**src/rtl/diff_commit_packer.sv**
```systemverilog
// Difftest commit producer: packs up to COMMIT_W retiring instructions into ordered
// slots with running commit indices, and streams retired stores out one per cycle.
module diff_commit_packer #(
  parameter int unsigned COMMIT_W  = 4,
  parameter int unsigned STQ_DEPTH = 8
) (
  input  logic                    clock,
  input  logic                    reset,
  input  logic [COMMIT_W-1:0]     in_valid,
  input  logic [COMMIT_W*32-1:0]  in_pc,
  input  logic [COMMIT_W*32-1:0]  in_instr,
  input  logic [COMMIT_W-1:0]     in_wen,
  input  logic [COMMIT_W*5-1:0]   in_wdest,
  input  logic [COMMIT_W*32-1:0]  in_wdata,
  input  logic [COMMIT_W-1:0]     in_st,
  input  logic [COMMIT_W*32-1:0]  in_st_paddr,
  input  logic [COMMIT_W*32-1:0]  in_st_vaddr,
  input  logic [COMMIT_W*32-1:0]  in_st_data,
  input  logic [COMMIT_W*8-1:0]   in_st_kind,
  output logic                    commit_ready,
  output logic [COMMIT_W-1:0]     out_valid,
  output logic [COMMIT_W*8-1:0]   out_index,
  output logic [COMMIT_W*64-1:0]  out_pc,
  output logic [COMMIT_W*32-1:0]  out_instr,
  output logic [COMMIT_W-1:0]     out_wen,
  output logic [COMMIT_W*8-1:0]   out_wdest,
  output logic [COMMIT_W*64-1:0]  out_wdata,
  output logic [7:0]              st_valid,
  output logic [7:0]              st_index,
  output logic [63:0]             st_paddr,
  output logic [63:0]             st_vaddr,
  output logic [63:0]             st_data,
  output logic                    st_overflow
);

  localparam int unsigned PtrW = $clog2(STQ_DEPTH);
  localparam int unsigned CntW = PtrW + 1;

  // ---------------- commit slot compaction ----------------
  logic [7:0]             base_q, base_d;
  logic [COMMIT_W-1:0]    valid_q, valid_d;
  logic [COMMIT_W*8-1:0]  index_q, index_d;
  logic [COMMIT_W*64-1:0] pc_q, pc_d;
  logic [COMMIT_W*32-1:0] instr_q, instr_d;
  logic [COMMIT_W-1:0]    wen_q, wen_d;
  logic [COMMIT_W*8-1:0]  wdest_q, wdest_d;
  logic [COMMIT_W*64-1:0] wdata_q, wdata_d;

  // Slot j takes the j-th valid port; unused slots stay all-zero.
  always_comb begin
    int slot;
    slot    = 0;
    valid_d = '0;
    index_d = '0;
    pc_d    = '0;
    instr_d = '0;
    wen_d   = '0;
    wdest_d = '0;
    wdata_d = '0;
    for (int k = 0; k < COMMIT_W; k++) begin
      if (in_valid[k]) begin
        valid_d[slot]              = 1'b1;
        index_d[slot*8 +: 8]       = base_q + 8'(slot + 1);
        pc_d[slot*64 +: 64]        = {32'd0, in_pc[k*32 +: 32]};
        instr_d[slot*32 +: 32]     = in_instr[k*32 +: 32];
        wen_d[slot]                = in_wen[k];
        wdest_d[slot*8 +: 8]       = {3'd0, in_wdest[k*5 +: 5]};
        wdata_d[slot*64 +: 64]     = {32'd0, in_wdata[k*32 +: 32]};
        slot                       = slot + 1;
      end
    end
    base_d = base_q + 8'(slot);
  end

  always_ff @(posedge clock) begin
    if (reset) begin
      base_q  <= '0;
      valid_q <= '0;
      index_q <= '0;
      pc_q    <= '0;
      instr_q <= '0;
      wen_q   <= '0;
      wdest_q <= '0;
      wdata_q <= '0;
    end else begin
      base_q  <= base_d;
      valid_q <= valid_d;
      index_q <= index_d;
      pc_q    <= pc_d;
      instr_q <= instr_d;
      wen_q   <= wen_d;
      wdest_q <= wdest_d;
      wdata_q <= wdata_d;
    end
  end

  assign out_valid = valid_q;
  assign out_index = index_q;
  assign out_pc    = pc_q;
  assign out_instr = instr_q;
  assign out_wen   = wen_q;
  assign out_wdest = wdest_q;
  assign out_wdata = wdata_q;

  // ---------------- store event FIFO ----------------
  logic [7:0]  kind_mem  [STQ_DEPTH];
  logic [31:0] paddr_mem [STQ_DEPTH];
  logic [31:0] vaddr_mem [STQ_DEPTH];
  logic [31:0] data_mem  [STQ_DEPTH];

  logic [PtrW-1:0] wr_ptr_q, rd_ptr_q;
  logic [CntW-1:0] count_q, count_d;
  logic [CntW-1:0] free_cnt;
  logic [CntW-1:0] push_cnt;
  logic            stq_pop;
  logic            drop;
  logic [COMMIT_W-1:0] push_en;
  logic [PtrW-1:0]     push_addr [COMMIT_W];

  // Free space ignores this cycle's pop, so a same-cycle pop never makes room.
  assign free_cnt     = CntW'(STQ_DEPTH) - count_q;
  assign commit_ready = (free_cnt >= CntW'(COMMIT_W));
  assign stq_pop      = (count_q != '0);

  always_comb begin
    int n;
    n       = 0;
    drop    = 1'b0;
    push_en = '0;
    for (int k = 0; k < COMMIT_W; k++) begin
      push_addr[k] = '0;
    end
    for (int k = 0; k < COMMIT_W; k++) begin
      if (in_valid[k] && in_st[k]) begin
        if (CntW'(n) < free_cnt) begin
          push_en[k]   = 1'b1;
          push_addr[k] = wr_ptr_q + PtrW'(n);
          n            = n + 1;
        end else begin
          drop = 1'b1;
        end
      end
    end
    push_cnt = CntW'(n);
    count_d  = count_q + push_cnt - CntW'(stq_pop);
  end

  // Storage needs no reset: pointers and count gate what is ever read.
  always_ff @(posedge clock) begin
    for (int k = 0; k < COMMIT_W; k++) begin
      if (push_en[k]) begin
        kind_mem[push_addr[k]]  <= in_st_kind[k*8 +: 8];
        paddr_mem[push_addr[k]] <= in_st_paddr[k*32 +: 32];
        vaddr_mem[push_addr[k]] <= in_st_vaddr[k*32 +: 32];
        data_mem[push_addr[k]]  <= in_st_data[k*32 +: 32];
      end
    end
  end

  // ---------------- store event output ----------------
  logic [7:0]  st_valid_q;
  logic [7:0]  st_index_q;
  logic [31:0] st_paddr_q, st_vaddr_q, st_data_q;
  logic        st_overflow_q;

  always_ff @(posedge clock) begin
    if (reset) begin
      wr_ptr_q      <= '0;
      rd_ptr_q      <= '0;
      count_q       <= '0;
      st_valid_q    <= '0;
      st_index_q    <= '0;
      st_paddr_q    <= '0;
      st_vaddr_q    <= '0;
      st_data_q     <= '0;
      st_overflow_q <= 1'b0;
    end else begin
      wr_ptr_q <= wr_ptr_q + PtrW'(push_cnt);
      count_q  <= count_d;
      if (drop) begin
        st_overflow_q <= 1'b1;
      end
      if (stq_pop) begin
        rd_ptr_q   <= rd_ptr_q + PtrW'(1);
        st_valid_q <= kind_mem[rd_ptr_q];
        st_index_q <= st_index_q + 8'd1;
        st_paddr_q <= paddr_mem[rd_ptr_q];
        st_vaddr_q <= vaddr_mem[rd_ptr_q];
        st_data_q  <= data_mem[rd_ptr_q];
      end else begin
        st_valid_q <= 8'd0;
      end
    end
  end

  assign st_valid    = st_valid_q;
  assign st_index    = st_index_q;
  assign st_paddr    = {32'd0, st_paddr_q};
  assign st_vaddr    = {32'd0, st_vaddr_q};
  assign st_data     = {32'd0, st_data_q};
  assign st_overflow = st_overflow_q;

endmodule

```
**config.mk**
```make
export PLATFORM = sky130hd
export DESIGN_NAME = diff_commit_packer
export DESIGN_NICKNAME = d
export VERILOG_FILES = /design/src/rtl/diff_commit_packer.sv
export SDC_FILE = /design/constraint.sdc
export NUM_CORES = 2
export LEC_CHECK = 0
export ABC_AREA = 0
export CORE_AREA = 2 2 685 687
export CTS_BUF_LIST = sky130_fd_sc_hd__clkbuf_8 sky130_fd_sc_hd__clkbuf_16
export CTS_CLUSTER_SIZE = 20
export DETAILED_ROUTE_END_ITERATION = 10
export DIE_AREA = 0 0 687 689
export GPL_TIMING_DRIVEN = 0
export PLACE_DENSITY = 0.39
export SYNTH_ARGS = -nofsm -noshare
export SYNTH_HDL_FRONTEND = slang
export SYNTH_SLANG_ARGS = --single-unit
```
**constraint.sdc**
```tcl
create_clock -name clock -period 29.4 [get_ports clock]
set_clock_uncertainty 0.1 [all_clocks]
set_input_delay 5.88 -clock clock [delete_from_list [all_inputs] [get_ports clock]]
set_output_delay 5.88 -clock clock [all_outputs]
set_load 0.03 [all_outputs]
```
**Word level (Yosys, flattened, before mapping)**

Memories as Yosys holds them, arrays and structs flattened. A register that Yosys moved wholly into a read port is not among the register bits.
Cells that the tools add are included.

- Flip-flop bits (word level): 739
- RAM bits: 832
- Bits of input ports: 834
- Output and inout bits: 922
- Logic and storage cells: 190
- Memories: 4

- Add/sub/neg operators: 29
- Magnitude comparators: 11
- Shift operators: 24
- Muxes and demuxes: 96
- Bitwise logic cells: 4
- Reductions and logical operators: 9

Memory list:

| name | depth | width | read ports | clocked after memory_dff | wr ports | RTL line | source |
|---|---|---|---|---|---|---|---|
| data_mem | 8 | 32 | 1 | 1 | 4 | 109 | `logic [31:0] data_mem [STQ_DEPTH];` |
| paddr_mem | 8 | 32 | 1 | 1 | 4 | 107 | `logic [31:0] paddr_mem [STQ_DEPTH];` |
| vaddr_mem | 8 | 32 | 1 | 1 | 4 | 108 | `logic [31:0] vaddr_mem [STQ_DEPTH];` |
| kind_mem | 8 | 8 | 1 | 1 | 4 | 106 | `logic [7:0] kind_mem [STQ_DEPTH];` |

Operators with widths:

| cell | number |
|---|---|
| $bwmux W256 | 6 |
| $mux W256 | 6 |
| $shiftx A64 B33 Y256 | 6 |
| $shift A64 B33 Y256 const A | 3 |
| $bwmux W128 | 3 |
| $mux W128 | 3 |
| $shift A32 B33 Y128 const A | 3 |
| $shiftx A32 B33 Y128 | 3 |
| $mux W32 | 11 |
| $neg A32 Y33 | 9 |
| $shiftx A8 B33 Y32 | 6 |
| $bwmux W32 | 6 |
| $shift A8 B33 Y32 const A | 3 |
| $ge A32 B1 Y1 const B | 3 |
| $lt A32 B4 Y1 const B | 3 |
| $add A32 B2 Y32 const B | 2 |
| $mux W4 | 12 |
| $add A8 B8 Y8 | 4 |
| $mux W1 | 32 |
| $mux W3 | 8 |
| $add A8 B1 Y8 const B | 2 |
| $mux W8 | 2 |
| $add A3 B3 Y3 | 4 |
| $bwmux W4 | 3 |
| 18 further kinds | 30 |

**Longest topological paths before layout**

- Depth in word-level cells: 15
- Gate-level depth with buffers: 29
- Gate-level depth less buffers: 26

**Worst setup path after synthesis**

No wires, ideal clock.

- Kind: input port to flip-flop
- From: input port in_st[0]
- To: memory data_mem[0][0] (enable)
- Data arrival time: 12.450 ns
- Slack: 15.418 ns
- Stages on the path: 17
- Buffers on the path: 3
- Path through: nand2_1 a221oi_1 and2_1 buf_2 clkinv_1 ha_1 nand3_2 maj3_1 o311a_1 mux2_2 ha_1 fa_1 xnor2_1 nor4_4 buf_2 buf_2 nand4b_1

RTL lines:

| item | RTL line | source |
|---|---|---|
| start: declaration | 15 | `input logic [COMMIT_W-1:0] in_st,` |
| end: declaration | 109 |  |

==> metrics <==
family with the most delay on the worst path buffers and inverters; layout cells sized above 1 40.1%; total CTS buffers 199; main combinational cell family by area after synthesis multiplexers; Routability Congestion 0.959; number of global-route vias before repair 70400; gr ovfl total 0; post-synthesis simple-gate area fraction 5.19%; Yosys reg bits 1407; Synth Flop Type edfxtp_1; first-pass GRT wire length 732 mm; Final min period 13570 ps; post-CTS sizing 0; worst-case clock buffer depth 4; synth unique cells 69; final wirelength 576 mm; Post-Place Worst Slack 14810 ps; peak supply drop 0.0487 mV; pwr/cell area 78.7 nW/um2; RR Startpoint count_q[0]; gr usage total 23.3%; endpoints failing hold 0; Max stage delay cell, worst path nor4_4; endpoints failing setup 0; largest stage delay on the critical path 840 ps; Final nets 9839; fin. max-slew vios 2; Antenna Nets Post-Route 0; Mapped Avg Cell Area 12.6 um2; r2r endpoint paddr_mem[0][25]; EDFF count, synth 832; Vias per Instance 4.55; Die H 689 um; die area 473000 um2; Seq/Total Area, Yosys 42.2%; arrival time worst endpoint 14100 ps; CP required 29930 ps; Reg2Reg Setup Slack 20950 ps; root cell of the clock tree clkbuf_16; Pwr Total 9.36 mW; H-tree Lvls 4; Worst Path Buf+Inv 10; Post-DP HPWL 457 mm; xor/xnor cell area share of the yosys netlist 0.476%; Mapped Cells 6871; worst r2r path cells 28; post-route non-filler standard cell count 15500; Top cell by count, worst path buf_8; startpoint types primary input; Synth Area in Adders 0.857%; Post CTS Setup Buffer Count 0; HP Class reg -> reg; largest net degree at the start of global routing 16; mux share of post-synthesis cell area 39.2%; residual DRC count 0; Die W 687 um; Setup CP Type in -> reg; Yosys warning total 0; Clk pin slew, worst setup/hold paths 60 ps; CTS tree yes; CP endpoint paddr_mem[0][25]; most frequent cells in the layout 2442 x mux2_2, 1390 x clkdlybuf4s50_1, 832 x edfxtp_1; unrepaired setup endpoints after global routing false; Routed WL per cell 37.2 um; drt pass-1 iters 6; Worst Setup End Kind flip-flop; Clock Sinks 1407; First DRT Iteration DRCs 5809; Hold Worst Slack 399 ps; Layout area overhead 37.6%; Initial Utilization 18.5%; PnR worst setup slack 15830 ps; Fin Setup TNS 0 ps; P_leak 41.4 nW; Clock Latency Late Sink 910 ps; failing checks max-capacitance violations, max-slew violations; max_slew headroom -2.28%; maxcap violations 1; IO Port Bufs 1390; Final Cycle Share 46.2%; placed cells 14900; CTS Hold Bufs 0; routed vias 70300; Max Fclk 73.7 MHz; Core Rows 251; most common cell after layout, fill and taps aside mux2_2; CP startpoint in_valid[0]; complex-gate fraction of the synthesized area 5.75%; CP Depth 26; I/O pin total 1756; Worst-Margin Slew 1520 ps; ys async rst share 0%; crit path max fanout 10; Core Area 466000 um2; initial antenna violation count 306; Post-Syn Area 86400 um2; status finished with violations
-- report_power, final --
group          switching (mW)  total, mW  internal, mW
clock                    1.08       2.58          1.50
combinational            2.31       3.96          1.65
sequential              0.181       2.82          2.64
total                    3.56       9.36          5.80
-- how the worst min path moves through the flow --
stage,startpoint,endpoint,slack (ps),cells past startpoint
finish,st_vaddr_q[31],st_vaddr_q[31],400,2
global route,st_paddr_q[3],st_paddr_q[3],430,2
CTS,st_vaddr_q[31],st_vaddr_q[31],400,2
detailed placement,st_vaddr_q[27],st_vaddr_q[27],400,2
global placement,st_paddr_q[18],st_paddr_q[18],390,2
floorplan,count_q[0],count_q[0],470,2
-- per-layer routing --
| metal | part of all wire [%] | track usage [%] | routed length (um) |
|---|---|---|---|
| met4 | 5.4 | 11.3 | 31200 |
| met3 | 6.9 | 6.35 | 39900 |
| met1 | 38 | 26.3 | 220000 |
| met5 | 0.16 | 0 | 921 |
| met2 | 49 | 40.6 | 284000 |
-- cells by family (layout without fill, tap and decap cells) --
family | count (synthesis) | after routing
AO/OA/AOI/OAI | 627 | 627
flip-flops | 1407 | 1407
buffers and inverters | 967 | 2853
XOR/XNOR | 47 | 47
adder cells (fa/ha/maj) | 54 | 54
multiplexers | 2814 | 2814
other | 1 | 512
AND/OR/NAND/NOR | 954 | 954
-- flip-flops by register name (all words and copies together) (netlist names), 8 cells and up --
register	cells
paddr_mem	256
vaddr_mem	256
st_valid	8
st_data_q	32
data_mem	256
out_index	32
out_wdata	128
base_q	8
st_paddr_q	32
st_index	8
out_instr	128
out_pc	128
kind_mem	64
out_wdest	20
st_vaddr_q	32
-- Yosys cell counts, types with 58 or more instances --
cell type  instances  share of area [%]
and2_1           113               0.82
buf_2             85               0.49
buf_1             63               0.27
mux2i_1          106                1.2
a211oi_1         111               0.96
clkbuf_1         380                1.7
nor2_1           479                2.1
buf_4            370                3.2
a221oi_1         206                2.1
a22oi_1          106               0.92
mux2_1            58               0.76
nor3_1           214                1.2
mux2_2          2442                 32
a22o_1           101                1.0
edfxtp_1         832                 29
mux4_2           208                5.4
dfxtp_1          575                 13
-- through the flow --
step                utilization, %  instance area (um2)
floorplan                        -                87800
global placement              23.5               109000
detailed placement            24.0               112000
CTS                           25.4               118000
global route                  25.5               119000
finish                        25.5               119000
-- cell type report --
type	instances	area, um2
Fill cell	48800	347000
Multi-Input combinational cell	4860	46000
Sequential cell	1407	36500
Timing Repair Buffer	1517	16100
Tap cell	6198	7750
Buffer	935	5330
Clock buffer	219	5310
Clock inverter	150	1470
Antenna cell	148	370
Inverter	32	120
-- worst register-to-register path: cells and delay by family (launching register included) --
| family | cells | cell delay, ps |
|---|---|---|
| AOI/OAI and AO/OA | 5 | 1150 |
| xor gates and xnor gates | 1 | 290 |
| adders and majority gates | 3 | 870 |
| buffers and inverters | 11 | 2940 |
| DFF | 1 | 360 |
| and+or+nand+nor | 8 | 2470 |
Note: power is estimated with default switching activity, not from simulation.
